## src/rtl/pc_fp_unit_if.sv

```systemverilog
// Decoder-to-PC/FP unit bundle: decoder strobes in one direction, registered
// program counter and frame state in the other.
interface pc_fp_unit_if #(
  parameter int WIDTH    = 16,
  parameter int FP_DEPTH = 8
);
  localparam int FPW = $clog2(FP_DEPTH);

  logic             cnt_en;
  logic             pc_sload;
  logic [WIDTH-1:0] new_pc;
  logic             move_fp;
  logic             push_up;
  logic [WIDTH-1:0] pc;
  logic [WIDTH-1:0] pc_prev;
  logic [FPW-1:0]   fp;
  logic [FPW-1:0]   depth;
  logic             fault;
  logic             fault_ovf;
  logic             fault_unf;

  modport master (
    output cnt_en, pc_sload, new_pc, move_fp, push_up,
    input  pc, pc_prev, fp, depth, fault, fault_ovf, fault_unf
  );

  modport slave (
    input  cnt_en, pc_sload, new_pc, move_fp, push_up,
    output pc, pc_prev, fp, depth, fault, fault_ovf, fault_unf
  );
endinterface

```

## src/rtl/pc_fp_unit.sv

```systemverilog
// Program counter and register-frame pointer with call-depth tracking and a
// sticky overflow/underflow fault that freezes all state until reset.
module pc_fp_unit #(
  parameter int               WIDTH    = 16,
  parameter int               FP_DEPTH = 8,
  parameter logic [WIDTH-1:0] RESET_PC = 16'h0000
) (
  input  logic        clk,
  input  logic        rst_n,
  pc_fp_unit_if.slave bus
);
  localparam int             FPW       = $clog2(FP_DEPTH);
  localparam logic [FPW-1:0] MAX_DEPTH = FPW'(FP_DEPTH - 1);

  logic [WIDTH-1:0] pc_q, pc_d;
  logic [WIDTH-1:0] pc_prev_q, pc_prev_d;
  logic [FPW-1:0]   depth_q, depth_d;
  logic [FPW-1:0]   fp_q, fp_d;
  logic             fault_q, fault_d;
  logic             fault_ovf_q, fault_ovf_d;
  logic             fault_unf_q, fault_unf_d;
  logic             ovf_s;
  logic             unf_s;

  // Next-state: a faulting move blocks every other update in the same cycle
  always_comb begin
    pc_d        = pc_q;
    pc_prev_d   = pc_prev_q;
    depth_d     = depth_q;
    fp_d        = fp_q;
    fault_d     = fault_q;
    fault_ovf_d = fault_ovf_q;
    fault_unf_d = fault_unf_q;
    ovf_s       = bus.move_fp & ~bus.push_up & (depth_q == MAX_DEPTH);
    unf_s       = bus.move_fp &  bus.push_up & (depth_q == {FPW{1'b0}});
    if (fault_q) begin
      fault_d = 1'b1;
    end else if (ovf_s || unf_s) begin
      fault_d     = 1'b1;
      fault_ovf_d = ovf_s;
      fault_unf_d = unf_s;
    end else begin
      if (bus.pc_sload) begin
        pc_d      = bus.new_pc;
        pc_prev_d = pc_q;
      end else if (bus.cnt_en) begin
        pc_d      = pc_q + {{(WIDTH-1){1'b0}}, 1'b1};
        pc_prev_d = pc_q;
      end else begin
        pc_d      = pc_q;
      end
      if (bus.move_fp && bus.push_up) begin
        depth_d = depth_q - {{(FPW-1){1'b0}}, 1'b1};
        fp_d    = fp_q + {{(FPW-1){1'b0}}, 1'b1};
      end else if (bus.move_fp) begin
        depth_d = depth_q + {{(FPW-1){1'b0}}, 1'b1};
        fp_d    = fp_q - {{(FPW-1){1'b0}}, 1'b1};
      end else begin
        depth_d = depth_q;
      end
    end
  end

  // State registers
  always_ff @(posedge clk or negedge rst_n) begin
    if (!rst_n) begin
      pc_q        <= RESET_PC;
      pc_prev_q   <= RESET_PC;
      depth_q     <= {FPW{1'b0}};
      fp_q        <= MAX_DEPTH;
      fault_q     <= 1'b0;
      fault_ovf_q <= 1'b0;
      fault_unf_q <= 1'b0;
    end else begin
      pc_q        <= pc_d;
      pc_prev_q   <= pc_prev_d;
      depth_q     <= depth_d;
      fp_q        <= fp_d;
      fault_q     <= fault_d;
      fault_ovf_q <= fault_ovf_d;
      fault_unf_q <= fault_unf_d;
    end
  end

  assign bus.pc        = pc_q;
  assign bus.pc_prev   = pc_prev_q;
  assign bus.depth     = depth_q;
  assign bus.fp        = fp_q;
  assign bus.fault     = fault_q;
  assign bus.fault_ovf = fault_ovf_q;
  assign bus.fault_unf = fault_unf_q;
endmodule

```

## src/flat_wrapper.sv

```systemverilog
// flat-port wrapper written by rule: the top's interface ports become plain ports
module pc_fp_unit_flat 
#(
  parameter int               WIDTH    = 16,
  parameter int               FP_DEPTH = 8,
  parameter logic [WIDTH-1:0] RESET_PC = 16'h0000
)
  (clk, rst_n, bus_cnt_en, bus_pc_sload, bus_new_pc, bus_move_fp, bus_push_up, bus_pc, bus_pc_prev, bus_fp, bus_depth, bus_fault, bus_fault_ovf, bus_fault_unf);
  pc_fp_unit_if #(.WIDTH(WIDTH), .FP_DEPTH(FP_DEPTH)) bus_i ();
  input  logic clk;
  input  logic rst_n;
  input wire logic [$bits(bus_i.cnt_en)-1:0] bus_cnt_en;
  input wire logic [$bits(bus_i.pc_sload)-1:0] bus_pc_sload;
  input wire logic [$bits(bus_i.new_pc)-1:0] bus_new_pc;
  input wire logic [$bits(bus_i.move_fp)-1:0] bus_move_fp;
  input wire logic [$bits(bus_i.push_up)-1:0] bus_push_up;
  output wire logic [$bits(bus_i.pc)-1:0] bus_pc;
  output wire logic [$bits(bus_i.pc_prev)-1:0] bus_pc_prev;
  output wire logic [$bits(bus_i.fp)-1:0] bus_fp;
  output wire logic [$bits(bus_i.depth)-1:0] bus_depth;
  output wire logic [$bits(bus_i.fault)-1:0] bus_fault;
  output wire logic [$bits(bus_i.fault_ovf)-1:0] bus_fault_ovf;
  output wire logic [$bits(bus_i.fault_unf)-1:0] bus_fault_unf;
  assign bus_i.cnt_en = bus_cnt_en;
  assign bus_i.pc_sload = bus_pc_sload;
  assign bus_i.new_pc = bus_new_pc;
  assign bus_i.move_fp = bus_move_fp;
  assign bus_i.push_up = bus_push_up;
  assign bus_pc = bus_i.pc;
  assign bus_pc_prev = bus_i.pc_prev;
  assign bus_fp = bus_i.fp;
  assign bus_depth = bus_i.depth;
  assign bus_fault = bus_i.fault;
  assign bus_fault_ovf = bus_i.fault_ovf;
  assign bus_fault_unf = bus_i.fault_unf;
  pc_fp_unit #(.WIDTH(WIDTH), .FP_DEPTH(FP_DEPTH), .RESET_PC(RESET_PC)) u_core (.clk(clk), .rst_n(rst_n), .bus(bus_i));
endmodule
```

## config.mk

```make
export PLATFORM = sky130hd
export DESIGN_NAME = pc_fp_unit_flat
export DESIGN_NICKNAME = d
export VERILOG_FILES = /design/src/rtl/pc_fp_unit_if.sv /design/src/rtl/pc_fp_unit.sv /design/src/flat_wrapper.sv
export SDC_FILE = /design/constraint.sdc
export NUM_CORES = 1
export LEC_CHECK = 0
export CAP_MARGIN = 25
export CORE_MARGIN = 5
export CORE_UTILIZATION = 35
export DETAILED_ROUTE_END_ITERATION = 10
export RECOVER_POWER = 100
export SETUP_SLACK_MARGIN = 0.02
export SLEW_MARGIN = 10
export SYNTH_ARGS = -nofsm -noshare
export SYNTH_HDL_FRONTEND = slang
export SYNTH_SLANG_ARGS = --single-unit
export TNS_END_PERCENT = 50
```

## constraint.sdc

```tcl
create_clock -name clk -period 5.36 [get_ports clk]
set_clock_uncertainty 0.2 [all_clocks]
set_input_delay 1.072 -clock clk [delete_from_list [all_inputs] [get_ports clk]]
set_output_delay 1.072 -clock clk [all_outputs]
set_load 0.05 [all_outputs]
```

==> results of run 1 <==
## kinds of logic (layout without fill, tap and decap cells)
logic type / count (synthesis) / count (layout)
AOI/OAI and AO/OA: 54 / 54
xor gates and xnor gates: 6 / 6
adders and majority gates: 3 / 3
buffers and inverters: 16 / 78
DFF: 41 / 41
muxes: 4 / 4
and+or+nand+nor: 100 / 100
## worst register-to-register path, delay by kind of cell, from the launching register on
kind,cells,cell delay [ns]
AOI/OAI and AO/OA,3,0.54
buffers and inverters,1,0.76
DFF,1,0.41
and+or+nand+nor,2,0.83
## routing by layer
layer  vias to the layer above  GRT usage (%)  wire length (um)
met2                        48           23.4              2320
met4                         0           4.82                64
li1                        909              -                 -
met5                         -              0                 0
met3                         5           3.90               252
met1                       885           20.2              2570
## flip-flops by register name (all words and copies together) (netlist names)
signal and count:
u_core.bus.fault_ovf 1, u_core.bus.fp 3, u_core.bus.fault 1, u_core.bus.pc 16
u_core.bus.fault_unf 1, u_core.bus.pc_prev 16, u_core.bus.depth 3
## synthesized netlist by cell type, types with 2 or more instances
cell type | instances | share of area (%)
sky130_fd_sc_hd__a21oi_1 | 12 | 2.9
sky130_fd_sc_hd__a22o_1 | 3 | 1.3
sky130_fd_sc_hd__a22oi_1 | 3 | 1.1
sky130_fd_sc_hd__and3_1 | 6 | 1.8
sky130_fd_sc_hd__buf_2 | 4 | 0.97
sky130_fd_sc_hd__buf_6 | 2 | 1.1
sky130_fd_sc_hd__clkbuf_1 | 5 | 0.91
sky130_fd_sc_hd__dfrtp_1 | 38 | 46
sky130_fd_sc_hd__dfstp_2 | 3 | 3.8
sky130_fd_sc_hd__fa_1 | 2 | 1.9
sky130_fd_sc_hd__inv_1 | 5 | 0.91
sky130_fd_sc_hd__mux2i_1 | 3 | 1.5
sky130_fd_sc_hd__nand2_1 | 56 | 10
sky130_fd_sc_hd__nand3_1 | 9 | 2.2
sky130_fd_sc_hd__nand4_1 | 5 | 1.5
sky130_fd_sc_hd__nor2_1 | 12 | 2.2
sky130_fd_sc_hd__nor3_1 | 2 | 0.49
sky130_fd_sc_hd__nor3b_1 | 2 | 0.73
sky130_fd_sc_hd__o21ai_0 | 22 | 5.4
sky130_fd_sc_hd__o2bb2ai_1 | 3 | 1.3
sky130_fd_sc_hd__o31ai_1 | 2 | 0.73
sky130_fd_sc_hd__xnor2_1 | 3 | 1.3
sky130_fd_sc_hd__xor2_1 | 3 | 1.3
## worst min-delay path by stage
| stage | start | end | depth (start not counted) |
|---|---|---|---|
| after global placement | u_core.bus.pc_prev[10] | u_core.bus.pc_prev[10] | 2 |
| after detailed placement | u_core.bus.pc_prev[13] | u_core.bus.pc_prev[13] | 2 |
| after CTS | u_core.bus.pc_prev[11] | u_core.bus.pc_prev[11] | 2 |
| after floorplan | u_core.bus.fp[2] | u_core.bus.fp[2] | 1 |
| final | u_core.bus.pc_prev[11] | u_core.bus.pc_prev[11] | 2 |
| after global routing | u_core.bus.fp[2] | u_core.bus.fp[2] | 1 |
## report_power, final
part	switching, mW	leakage, nW	internal [mW]
Clock	0.112	0.0681	0.185
Sequential	0.150	0.493	0.464
Combinational	0.771	0.687	0.333
Total	1.03	1.25	0.982
## through the flow
| step | hold WS [ns] | power, mW | utilization (%) | instances | setup slack, ns |
|---|---|---|---|---|---|
| finish | 0.274 | 2.02 | 48.8 | 361 | 1.51 |
| global route | 0.297 | 2.14 | 48.8 | 361 | 1.24 |
| CTS | 0.287 | 2.10 | 48.9 | 359 | 2.01 |
| detailed placement | 0.262 | 1.80 | 46.6 | 351 | 1.70 |
| global placement | 0.260 | 1.78 | 46.6 | 351 | 1.78 |
| floorplan | 0.400 | 1.41 | - | 224 | 2.83 |
## layout make-up
type	count	area (um^2)	area share (%)
Clock inverter	3	65.1	2.29
Timing Repair Buffer	65	629	22.2
Clock buffer	5	68.8	2.42
Inverter	5	18.8	0.661
Multi-Input combinational cell	167	935	32.9
Sequential cell	41	1030	36.3
Tap cell	75	93.8	3.30
==> metrics.txt, run 1 <==
# TYPE chip_impl_metric gauge
chip_impl_info{name="status",value="finished, violations left"} 1
chip_impl_info{name="violations",value="max-capacitance violations, max-slew violations"} 1
chip_impl_info{name="timing.critical_path.slowest_stage_cell",value="sky130_fd_sc_hd__and2_0"} 1
chip_impl_metric{name="timing.final.crit_period",unit="ns"} 3.85
chip_impl_metric{name="clock_sink_count",unit=""} 41
chip_impl_metric{name="final_hold_viol_count",unit=""} 0
chip_impl_info{name="cts_tree",value="built"} 1
chip_impl_metric{name="tcrit_tclk_final",unit="%"} 71.8
chip_impl_metric{name="grt-ovfl-total",unit=""} 0
chip_impl_metric{name="r2r_setup_slack",unit="ns"} 2.53
chip_impl_metric{name="dr_pass1_iterations",unit=""} 4
chip_impl_info{name="startpoint_type",value="input port"} 1
chip_impl_metric{name="numCtsBuffers",unit=""} 5
chip_impl_metric{name="p_per_area",unit="mW/mm^2"} 710
chip_impl_info{name="clock_tree.root_cell",value="sky130_fd_sc_hd__clkbuf_8"} 1
chip_impl_metric{name="critical_path.max_fanout",unit=""} 33
chip_impl_metric{name="ff2ff_path_depth",unit=""} 6
chip_impl_metric{name="postCtsSetupBuffers",unit=""} 0
chip_impl_metric{name="antenna_cells",unit=""} 0
chip_impl_metric{name="power.static_leakage",unit="nW"} 1.25
chip_impl_metric{name="filler_instances",unit=""} 570
chip_impl_metric{name="area_delta_synth_final",unit="%"} 38.1
chip_impl_metric{name="crit_path_max_incr_delay",unit="ns"} 1.17
chip_impl_metric{name="post_synth_xor_area_fraction",unit="%"} 2.55
chip_impl_info{name="prevailing_post_synth_register_cell",value="sky130_fd_sc_hd__dfrtp_1"} 1
chip_impl_metric{name="synth.lib_cells_used.distinct",unit=""} 42
chip_impl_metric{name="starting_density_of_the_core",unit="%"} 35.4
chip_impl_metric{name="critical_path.n_buffers_inverters",unit=""} 2
chip_impl_metric{name="via_count_of_the_first_global_routing_pass",unit=""} 1843
chip_impl_metric{name="placement.cell_area",unit="mm^2"} 0.00271
chip_impl_metric{name="detail_route.wirelength",unit="um"} 5210
chip_impl_metric{name="setup_viol",unit=""} 0
chip_impl_metric{name="drv.max_cap_violation_count",unit=""} 1
chip_impl_metric{name="vdd.ir_drop.worst",unit="mV"} 0.253
chip_impl_metric{name="max_freq",unit="MHz"} 260
chip_impl_metric{name="global_route_wire_length_before_repair",unit="um"} 8860
chip_impl_metric{name="antenna_found_initial",unit=""} 0
chip_impl_metric{name="post_synth.cell_area_avg",unit="um^2"} 9.18
chip_impl_metric{name="grt_start_max_net_pins",unit=""} 42
chip_impl_metric{name="critical_path_arrival",unit="ns"} 3.84
chip_impl_metric{name="tns",unit="ns"} 0
chip_impl_info{name="most-common-layout-cells",value="sky130_fd_sc_hd__nand2_1 (56), sky130_fd_sc_hd__dlygate4sd3_1 (43), sky130_fd_sc_hd__dfrtp_1 (38)"} 1
chip_impl_metric{name="clock_tree.htree_level_count",unit=""} 2
chip_impl_metric{name="postCtsResizedCells",unit=""} 0
chip_impl_metric{name="vias_per_cell",unit=""} 5.12
chip_impl_metric{name="grtUsageTotal",unit="%"} 15.0
chip_impl_info{name="kind_of_path_behind_the_tightest_hold_check",value="reg2reg"} 1
chip_impl_info{name="crit_path_cell_trace",value="dlygate4sd3_1 -> buf_4 -> nor2_1 -> nor2_1 -> and2_0 -> o21ai_0 -> a22o_1"} 1
chip_impl_metric{name="buffer_ports.inserted",unit=""} 62
chip_impl_metric{name="detail_route.iter0.violations",unit=""} 133
chip_impl_metric{name="post-dp-hpwl",unit="um"} 3640
chip_impl_info{name="main_combinational_cell_family_by_area_after_synthesis",value="simple AND/OR/NAND/NOR gates"} 1
chip_impl_info{name="r2r_start",value="u_core.bus.depth[1]"} 1
chip_impl_metric{name="clkLatencyLatePin",unit="ns"} 0.30
chip_impl_metric{name="final_max_tran_viols",unit=""} 31
chip_impl_metric{name="critPathRequiredTime",unit="ns"} 5.35
chip_impl_metric{name="cts.path.max_buffers",unit=""} 2
chip_impl_metric{name="clkSlewWorstSetupHoldPaths",unit="ns"} 0.09
chip_impl_info{name="critical_path.most_common_cell",value="sky130_fd_sc_hd__nor2_1"} 1
chip_impl_metric{name="synth.cell_area",unit="mm^2"} 0.00206
chip_impl_metric{name="place.gp.congestion",unit=""} 0.829
chip_impl_metric{name="num_vias",unit=""} 1847
chip_impl_metric{name="design.portCount",unit=""} 63
chip_impl_metric{name="drcViolationCount",unit=""} 0
chip_impl_metric{name="synth.mux.area_fraction",unit="%"} 2.01
chip_impl_metric{name="synth-seq-cells",unit=""} 41
chip_impl_metric{name="asyncSetResetFlopFracSynth",unit="%"} 100
chip_impl_metric{name="synth_adder_area_share",unit="%"} 2.55
chip_impl_info{name="criticalPathCategory",value="in2reg"} 1
chip_impl_metric{name="synthCells",unit=""} 224
chip_impl_metric{name="syn-num-nets",unit=""} 249
chip_impl_metric{name="die-area",unit="mm^2"} 0.00751
chip_impl_metric{name="die_y",unit="um"} 86.7
chip_impl_metric{name="die-width",unit="um"} 86.7
chip_impl_metric{name="synth_seq_area_share",unit="%"} 50.1
chip_impl_info{name="critical-path-top-delay-family",value="simple AND/OR/NAND/NOR gates"} 1
chip_impl_info{name="critical_r2r_capture",value="u_core.bus.pc[8]"} 1
chip_impl_info{name="timing.critical_path.to_type",value="flip-flop"} 1
chip_impl_metric{name="routedWlPerCell",unit="um"} 14.4
chip_impl_metric{name="coreArea",unit="mm^2"} 0.00582
chip_impl_info{name="layout.cells.most_common",value="sky130_fd_sc_hd__nand2_1"} 1
chip_impl_metric{name="number_of_routed_nets_with_antenna_violations",unit=""} 0
chip_impl_metric{name="layout_cell_share_with_drive_strength_beyond_1",unit="%"} 5.24
chip_impl_info{name="critical_path.endpoint",value="u_core.bus.pc[5]"} 1
chip_impl_metric{name="ys_warns",unit=""} 0
chip_impl_info{name="worst_setup_path_startpoint",value="bus_pc_sload"} 1
chip_impl_metric{name="synth_simple_gate_area_share",unit="%"} 22.4
chip_impl_metric{name="synth-edff-count",unit=""} 0
chip_impl_metric{name="synth_compound_gate_area_share",unit="%"} 16.5
chip_impl_metric{name="core.rowCount",unit=""} 28
chip_impl_metric{name="max_slew.worst_pin.slew",unit="ns"} 1.54
chip_impl_info{name="rsz0062_at_grt",value="false"} 1
chip_impl_metric{name="finalInstanceArea",unit="mm^2"} 0.00284
chip_impl_metric{name="crit_cells",unit=""} 7
chip_impl_metric{name="hold_buffer_count_at_cts",unit=""} 0
chip_impl_metric{name="finalNetCount",unit=""} 310
chip_impl_metric{name="slew_headroom",unit="%"} -2.44
Note: power is estimated with default switching activity, not from simulation.
==> run 2, diff against run 1 <==
==> constraint.sdc (replaced) <==
create_clock -name clk -period 3.55 [get_ports clk]
set_clock_uncertainty 0.2 [all_clocks]
set_input_delay 0.71 -clock clk [delete_from_list [all_inputs] [get_ports clk]]
set_output_delay 0.71 -clock clk [all_outputs]
set_load 0.05 [all_outputs]
==> metrics.txt, run 2 (synthesis gave the netlist of run 1 again) <==
# TYPE chip_impl_metric gauge
chip_impl_metric{name="grt_start_max_net_pins",unit=""} 42
chip_impl_metric{name="pre_cts_slack",unit="ns"} 0.483
chip_impl_metric{name="max_slew.worst_pin.slew",unit="ns"} 1.44
chip_impl_metric{name="hold_buffer_count_at_cts",unit=""} 0
chip_impl_metric{name="numCtsBuffers",unit=""} 5
chip_impl_metric{name="grt-ovfl-total",unit=""} 0
chip_impl_metric{name="postCtsResizedCells",unit=""} 0
chip_impl_info{name="layout.cells.most_common",value="sky130_fd_sc_hd__nand2_1"} 1
chip_impl_metric{name="die-area",unit="mm^2"} 0.00751
chip_impl_info{name="cts_tree",value="built"} 1
chip_impl_metric{name="cts.path.max_buffers",unit=""} 2
chip_impl_metric{name="power.static_leakage",unit="nW"} 1.24
chip_impl_metric{name="die-width",unit="um"} 86.7
chip_impl_metric{name="final_max_tran_viols",unit=""} 0
chip_impl_metric{name="ff2ff_path_depth",unit=""} 5
chip_impl_metric{name="critical_path.max_fanout",unit=""} 30
chip_impl_metric{name="drcViolationCount",unit=""} 0
chip_impl_info{name="startpoint_type",value="input port"} 1
chip_impl_metric{name="holdPathStages",unit=""} 2
chip_impl_metric{name="filler_instances",unit=""} 590
chip_impl_metric{name="die_y",unit="um"} 86.7
chip_impl_info{name="criticalPathCategory",value="in2reg"} 1
chip_impl_metric{name="placement.cell_area",unit="mm^2"} 0.00273
chip_impl_metric{name="global_route_wire_length_before_repair",unit="um"} 8910
chip_impl_metric{name="area_delta_synth_final",unit="%"} 37.0
chip_impl_metric{name="power.internal",unit="mW"} 1.39
chip_impl_metric{name="seq_power_share",unit="%"} 31.6
chip_impl_info{name="clock_tree.root_cell",value="sky130_fd_sc_hd__clkbuf_8"} 1
chip_impl_metric{name="antenna_cells",unit=""} 0
chip_impl_metric{name="detail_route.wirelength",unit="um"} 5340
chip_impl_metric{name="layout_cell_share_with_drive_strength_beyond_1",unit="%"} 5.92
chip_impl_metric{name="starting_density_of_the_core",unit="%"} 35.4
chip_impl_info{name="rsz0062_at_grt",value="false"} 1
chip_impl_metric{name="buffer_ports.inserted",unit=""} 62
chip_impl_metric{name="p_sw",unit="mW"} 1.56
chip_impl_metric{name="post-dp-hpwl",unit="um"} 3810
chip_impl_metric{name="drv.max_cap_violation_count",unit=""} 0
chip_impl_metric{name="critPathRequiredTime",unit="ns"} 3.53
chip_impl_metric{name="critical_path_arrival",unit="ns"} 2.93
chip_impl_metric{name="dr_pass1_iterations",unit=""} 5
chip_impl_metric{name="design.portCount",unit=""} 63
chip_impl_info{name="most-common-layout-cells",value="sky130_fd_sc_hd__nand2_1 (56), sky130_fd_sc_hd__dlygate4sd3_1 (42), sky130_fd_sc_hd__dfrtp_1 (38)"} 1
chip_impl_metric{name="switching_share",unit="%"} 52.9
chip_impl_metric{name="routedWlPerCell",unit="um"} 14.7
chip_impl_metric{name="power.clock.fraction",unit="%"} 11.4
chip_impl_metric{name="num_vias",unit=""} 1834
chip_impl_metric{name="number_of_routed_nets_with_antenna_violations",unit=""} 0
chip_impl_metric{name="numPlacedInstances",unit=""} 353
chip_impl_metric{name="tcrit_tclk_final",unit="%"} 83.1
chip_impl_info{name="status",value="completed"} 1
chip_impl_metric{name="clock_sink_count",unit=""} 41
chip_impl_metric{name="grtUsageTotal",unit="%"} 15.1
chip_impl_metric{name="setup_viol",unit=""} 0
chip_impl_metric{name="via_count_of_the_first_global_routing_pass",unit=""} 1857
chip_impl_metric{name="clock_tree.htree_level_count",unit=""} 2
chip_impl_metric{name="p_per_area",unit="mW/mm^2"} 1040
chip_impl_info{name="kind_of_path_behind_the_tightest_hold_check",value="reg2reg"} 1
chip_impl_metric{name="clkSlewWorstSetupHoldPaths",unit="ns"} 0.07
chip_impl_metric{name="slew_headroom",unit="%"} 3.95
chip_impl_metric{name="vdd.ir_drop.worst",unit="mV"} 0.408
chip_impl_metric{name="timing.final.crit_period",unit="ns"} 2.95
chip_impl_metric{name="power_frac_comb",unit="%"} 57.0
chip_impl_metric{name="coreArea",unit="mm^2"} 0.00582
chip_impl_metric{name="tns",unit="ns"} 0
chip_impl_metric{name="antenna_found_initial",unit=""} 0
chip_impl_metric{name="post_route_non_filler_standard_cell_count",unit=""} 362
chip_impl_metric{name="postCtsSetupBuffers",unit=""} 0
chip_impl_metric{name="finalNetCount",unit=""} 311
chip_impl_metric{name="final_hold_viol_count",unit=""} 0
chip_impl_info{name="timing.critical_path.to_type",value="flip-flop"} 1
chip_impl_metric{name="clkLatencyLatePin",unit="ns"} 0.29
chip_impl_metric{name="setup_ws",unit="ns"} 0.601
chip_impl_metric{name="post_route_total_power",unit="mW"} 2.94
chip_impl_metric{name="vias_per_cell",unit=""} 5.07
chip_impl_metric{name="place.gp.congestion",unit=""} 0.812
chip_impl_metric{name="detail_route.iter0.violations",unit=""} 108
chip_impl_metric{name="core.rowCount",unit=""} 28
chip_impl_metric{name="finalInstanceArea",unit="mm^2"} 0.00282
chip_impl_metric{name="max_freq",unit="MHz"} 339
## run 2: cell types whose count changed in the layout (fill, tap and decap cells not counted), sizes merged
cell / previous run / this run
dlygate4sd3: 43 / 42
clkbuf: 8 / 9
clkdlybuf4s50: 18 / 19
buf: 1 / 3
bufinv: 2 / 0
## run 2: final timing paths
path	from	to	slack (ns)
min	u_core.bus.pc_prev[2]	u_core.bus.pc_prev[2]	0.27
max reg2reg	u_core.bus.depth[1]	u_core.bus.pc[3]	1.13
max in group asynchronous	rst_n	u_core.bus.pc[2]	1.06
max	bus_push_up	u_core.bus.pc[5]	0.60
min reg2reg	u_core.bus.pc_prev[2]	u_core.bus.pc_prev[2]	0.27
min in group asynchronous	rst_n	u_core.bus.pc_prev[1]	0.29
## run 2: worst max-delay path, stage by stage
cell and delay (ns):
sky130_fd_sc_hd__dlygate4sd3_1 0.57, sky130_fd_sc_hd__or4b_1 0.20, sky130_fd_sc_hd__a21bo_1 0.12, sky130_fd_sc_hd__and2_1 0.82, sky130_fd_sc_hd__o21ai_0 0.22, sky130_fd_sc_hd__a22o_1 0.28
## run 2: through the flow
stage                     hold WS, ns  utilization (%)
after global placement          0.259             46.9
after floorplan                 0.214                -
after global routing            0.315             48.5
after CTS                       0.284             48.6
after detailed placement        0.265             46.9
final                           0.271             48.5
## run 2: final cells by class
cell class,count,area [um^2],share of cell area (%)
tap,75,93.8,3.33
multi-input combinational,167,935,33.2
sequential,41,1030,36.5
clock buffer,7,96.3,3.42
clock inverter,1,5.00,0.178
inverter,5,18.8,0.666
timing repair buffer,66,641,22.7
## run 2: layer usage
layer / GRT usage, % / up-vias / routed length (um)
li1: - / 908 / -
met1: 20.7 / 865 / 2610
met2: 23.6 / 50 / 2420
met3: 3.23 / 11 / 224
met4: 5.10 / 0 / 76
met5: 0 / - / 0
## run 2: power by group through the flow
stage / clock network [mW] / registers [mW] / logic [mW]
after floorplan: 0 / 1.66 / 0.458
after global placement: 0 / 0.947 / 1.76
after detailed placement: 0 / 0.952 / 1.78
after CTS: 0.346 / 0.945 / 1.78
after global routing: 0.359 / 0.981 / 1.80
final: 0.336 / 0.930 / 1.68
==> run 3, diff against run 2 <==
==> constraint.sdc (replaced) <==
create_clock -name clk -period 2.75 [get_ports clk]
set_clock_uncertainty 0.2 [all_clocks]
set_input_delay 0.55 -clock clk [delete_from_list [all_inputs] [get_ports clk]]
set_output_delay 0.55 -clock clk [all_outputs]
set_load 0.05 [all_outputs]
==> metrics.txt, run 3 (synthesis gave the netlist of run 1 again) <==
# TYPE chip_impl_metric gauge
chip_impl_metric{name="num_vias",unit=""} 1838
chip_impl_metric{name="clkSlewWorstSetupHoldPaths",unit="ns"} 0.08
chip_impl_metric{name="design.portCount",unit=""} 63
chip_impl_metric{name="final_core_util",unit="%"} 48.5
chip_impl_metric{name="slew_headroom",unit="%"} 38.2
chip_impl_metric{name="power.static_leakage",unit="nW"} 1.24
chip_impl_metric{name="final_max_tran_viols",unit=""} 0
chip_impl_metric{name="power_frac_comb",unit="%"} 58.0
chip_impl_metric{name="routedWlPerCell",unit="um"} 14.4
chip_impl_info{name="criticalPathCategory",value="reg2out"} 1
chip_impl_metric{name="p_per_area",unit="mW/mm^2"} 1330
chip_impl_metric{name="vdd.ir_drop.worst",unit="mV"} 0.529
chip_impl_metric{name="critical_path_arrival",unit="ns"} 1.74
chip_impl_metric{name="drt-met1-wl",unit="um"} 2620
chip_impl_metric{name="seq_power_share",unit="%"} 31.9
chip_impl_info{name="rsz0062_at_grt",value="false"} 1
chip_impl_info{name="critical-path-top-delay-family",value="buffers and inverters"} 1
chip_impl_metric{name="critical_path.n_buffers_inverters",unit=""} 1
chip_impl_metric{name="dr_pass1_iterations",unit=""} 4
chip_impl_metric{name="multi_input_area",unit="um^2"} 936
chip_impl_metric{name="crit_path_max_incr_delay",unit="ns"} 0.88
chip_impl_metric{name="numCtsBuffers",unit=""} 5
chip_impl_metric{name="layout.area.seq",unit="mm^2"} 0.00103
chip_impl_metric{name="critPathRequiredTime",unit="ns"} 2.00
chip_impl_metric{name="die_y",unit="um"} 86.7
chip_impl_metric{name="antenna_found_initial",unit=""} 0
chip_impl_metric{name="finalNetCount",unit=""} 312
chip_impl_metric{name="numPlacedInstances",unit=""} 354
chip_impl_metric{name="tcrit_tclk_final",unit="%"} 90.6
chip_impl_metric{name="die-area",unit="mm^2"} 0.00751
chip_impl_metric{name="grtUsageTotal",unit="%"} 15.5
chip_impl_metric{name="place.gp.congestion",unit=""} 0.912
chip_impl_metric{name="post-dp-hpwl",unit="um"} 3780
chip_impl_metric{name="vias_per_cell",unit=""} 5.06
chip_impl_metric{name="die-width",unit="um"} 86.7
chip_impl_info{name="clock_tree.root_cell",value="sky130_fd_sc_hd__clkbuf_8"} 1
chip_impl_info{name="timing.critical_path.slowest_stage_cell",value="sky130_fd_sc_hd__dlygate4sd3_1"} 1
chip_impl_info{name="kind_of_path_behind_the_tightest_hold_check",value="reg2reg"} 1
chip_impl_metric{name="coreArea",unit="mm^2"} 0.00582
chip_impl_metric{name="layout_cell_share_with_drive_strength_beyond_1",unit="%"} 5.56
chip_impl_metric{name="detail_route.iter0.violations",unit=""} 130
chip_impl_info{name="timing.critical_path.to_type",value="output port"} 1
chip_impl_metric{name="detail_route.wirelength",unit="um"} 5240
chip_impl_metric{name="timing.final.crit_period",unit="ns"} 2.49
chip_impl_metric{name="filler_instances",unit=""} 585
chip_impl_metric{name="power.clock.fraction",unit="%"} 10.1
chip_impl_info{name="routed.top_layer",value="met4"} 1
chip_impl_metric{name="met2WireLength",unit="um"} 2280
chip_impl_metric{name="buffer_ports.inserted",unit=""} 62
chip_impl_info{name="cts_tree",value="built"} 1
chip_impl_metric{name="cts.path.max_buffers",unit=""} 2
chip_impl_metric{name="starting_density_of_the_core",unit="%"} 35.4
chip_impl_metric{name="max_slew.worst_pin.slew",unit="ns"} 0.927
chip_impl_metric{name="global_route_wire_length_before_repair",unit="um"} 9100
chip_impl_metric{name="via_count_of_the_first_global_routing_pass",unit=""} 1834
chip_impl_metric{name="postCtsResizedCells",unit=""} 0
chip_impl_metric{name="setup_viol",unit=""} 0
chip_impl_metric{name="power.internal",unit="mW"} 1.76
chip_impl_metric{name="p_sw",unit="mW"} 2.00
chip_impl_metric{name="clock_tree.htree_level_count",unit=""} 2
chip_impl_metric{name="grt_start_max_net_pins",unit=""} 33
chip_impl_metric{name="area_delta_synth_final",unit="%"} 37.2
chip_impl_metric{name="tns",unit="ns"} 0
chip_impl_info{name="most-common-layout-cells",value="sky130_fd_sc_hd__nand2_1 (56), sky130_fd_sc_hd__dlygate4sd3_1 (43), sky130_fd_sc_hd__dfrtp_1 (38)"} 1
chip_impl_metric{name="antenna_cells",unit=""} 0
chip_impl_metric{name="max_freq",unit="MHz"} 401
chip_impl_metric{name="post_route_non_filler_standard_cell_count",unit=""} 363
chip_impl_info{name="status",value="completed"} 1
chip_impl_metric{name="clkLatencyLatePin",unit="ns"} 0.29
chip_impl_metric{name="switching_share",unit="%"} 53.2
chip_impl_metric{name="routed-wl-met3",unit="um"} 268
chip_impl_info{name="layout.cells.most_common",value="sky130_fd_sc_hd__nand2_1"} 1
chip_impl_metric{name="critical_path.max_fanout",unit=""} 3
chip_impl_info{name="startpoint_type",value="flip-flop"} 1
chip_impl_info{name="crit_path_cell_trace",value="dlygate4sd3_1"} 1
chip_impl_metric{name="drcViolationCount",unit=""} 0
chip_impl_metric{name="number_of_routed_nets_with_antenna_violations",unit=""} 0
chip_impl_metric{name="drv.max_cap_violation_count",unit=""} 0
chip_impl_metric{name="final_hold_viol_count",unit=""} 0
chip_impl_metric{name="clock_sink_count",unit=""} 41
chip_impl_metric{name="grt-ovfl-total",unit=""} 0
chip_impl_metric{name="core.rowCount",unit=""} 28
[run 3: worst paths after layout]
path,slack (ns),cells after the start,start,endpoint
setup / recovery,0.26,1,u_core.bus.fp[0],bus_fp[0]
setup reg to reg,0.58,5,u_core.bus.depth[1],u_core.bus.pc[15]
hold reg to reg,0.27,2,u_core.bus.pc_prev[5],u_core.bus.pc_prev[5]
max in group asynchronous,0.46,3,rst_n,u_core.bus.pc[5]
min in group asynchronous,0.71,2,rst_n,u_core.bus.pc[1]
hold / removal,0.27,2,u_core.bus.pc_prev[5],u_core.bus.pc_prev[5]
[run 3: timing repair]
| item | in CTS | in global routing |
|---|---|---|
| hold endpoints to repair | 14 | 0 |
| hold buffers | 1 | 0 |
| buffers inserted | 0 | 0 |
[run 3: final cells by class]
| type | instances | share of cell area [%] |
|---|---|---|
| Tap cell | 75 | 3.32 |
| Multi-Input combinational cell | 167 | 33.2 |
| Clock buffer | 8 | 2.84 |
| Timing Repair Buffer | 67 | 23.5 |
| Sequential cell | 41 | 36.5 |
| Inverter | 5 | 0.665 |
[run 3: routing by layer]
metal  vias to the layer above  GRT usage, %
met5                         -             0
met4                         0          5.67
met3                         7          3.33
met2                        47          22.5
met1                       875          22.6
li1                        909             -
[run 3: power by group through the flow]
stage | registers [mW] | clock network [mW] | logic, mW
final | 1.20 | 0.380 | 2.18
after global routing | 1.26 | 0.416 | 2.35
after detailed placement | 1.22 | 0 | 2.31
after global placement | 1.22 | 0 | 2.29
after CTS | 1.21 | 0.390 | 2.32
after floorplan | 2.15 | 0 | 0.591
[run 3: metrics by stage]
step                setup slack, ns  hold WS [ns]  area, um^2  power (mW)
finish                        0.258         0.268        2820        3.76
global route                  0.157         0.301        2820        4.03
CTS                           0.312         0.283        2840        3.92
detailed placement            0.170         0.265        2750        3.53
global placement              0.195         0.259        2750        3.51
floorplan                     0.563        0.0544        2060        2.74
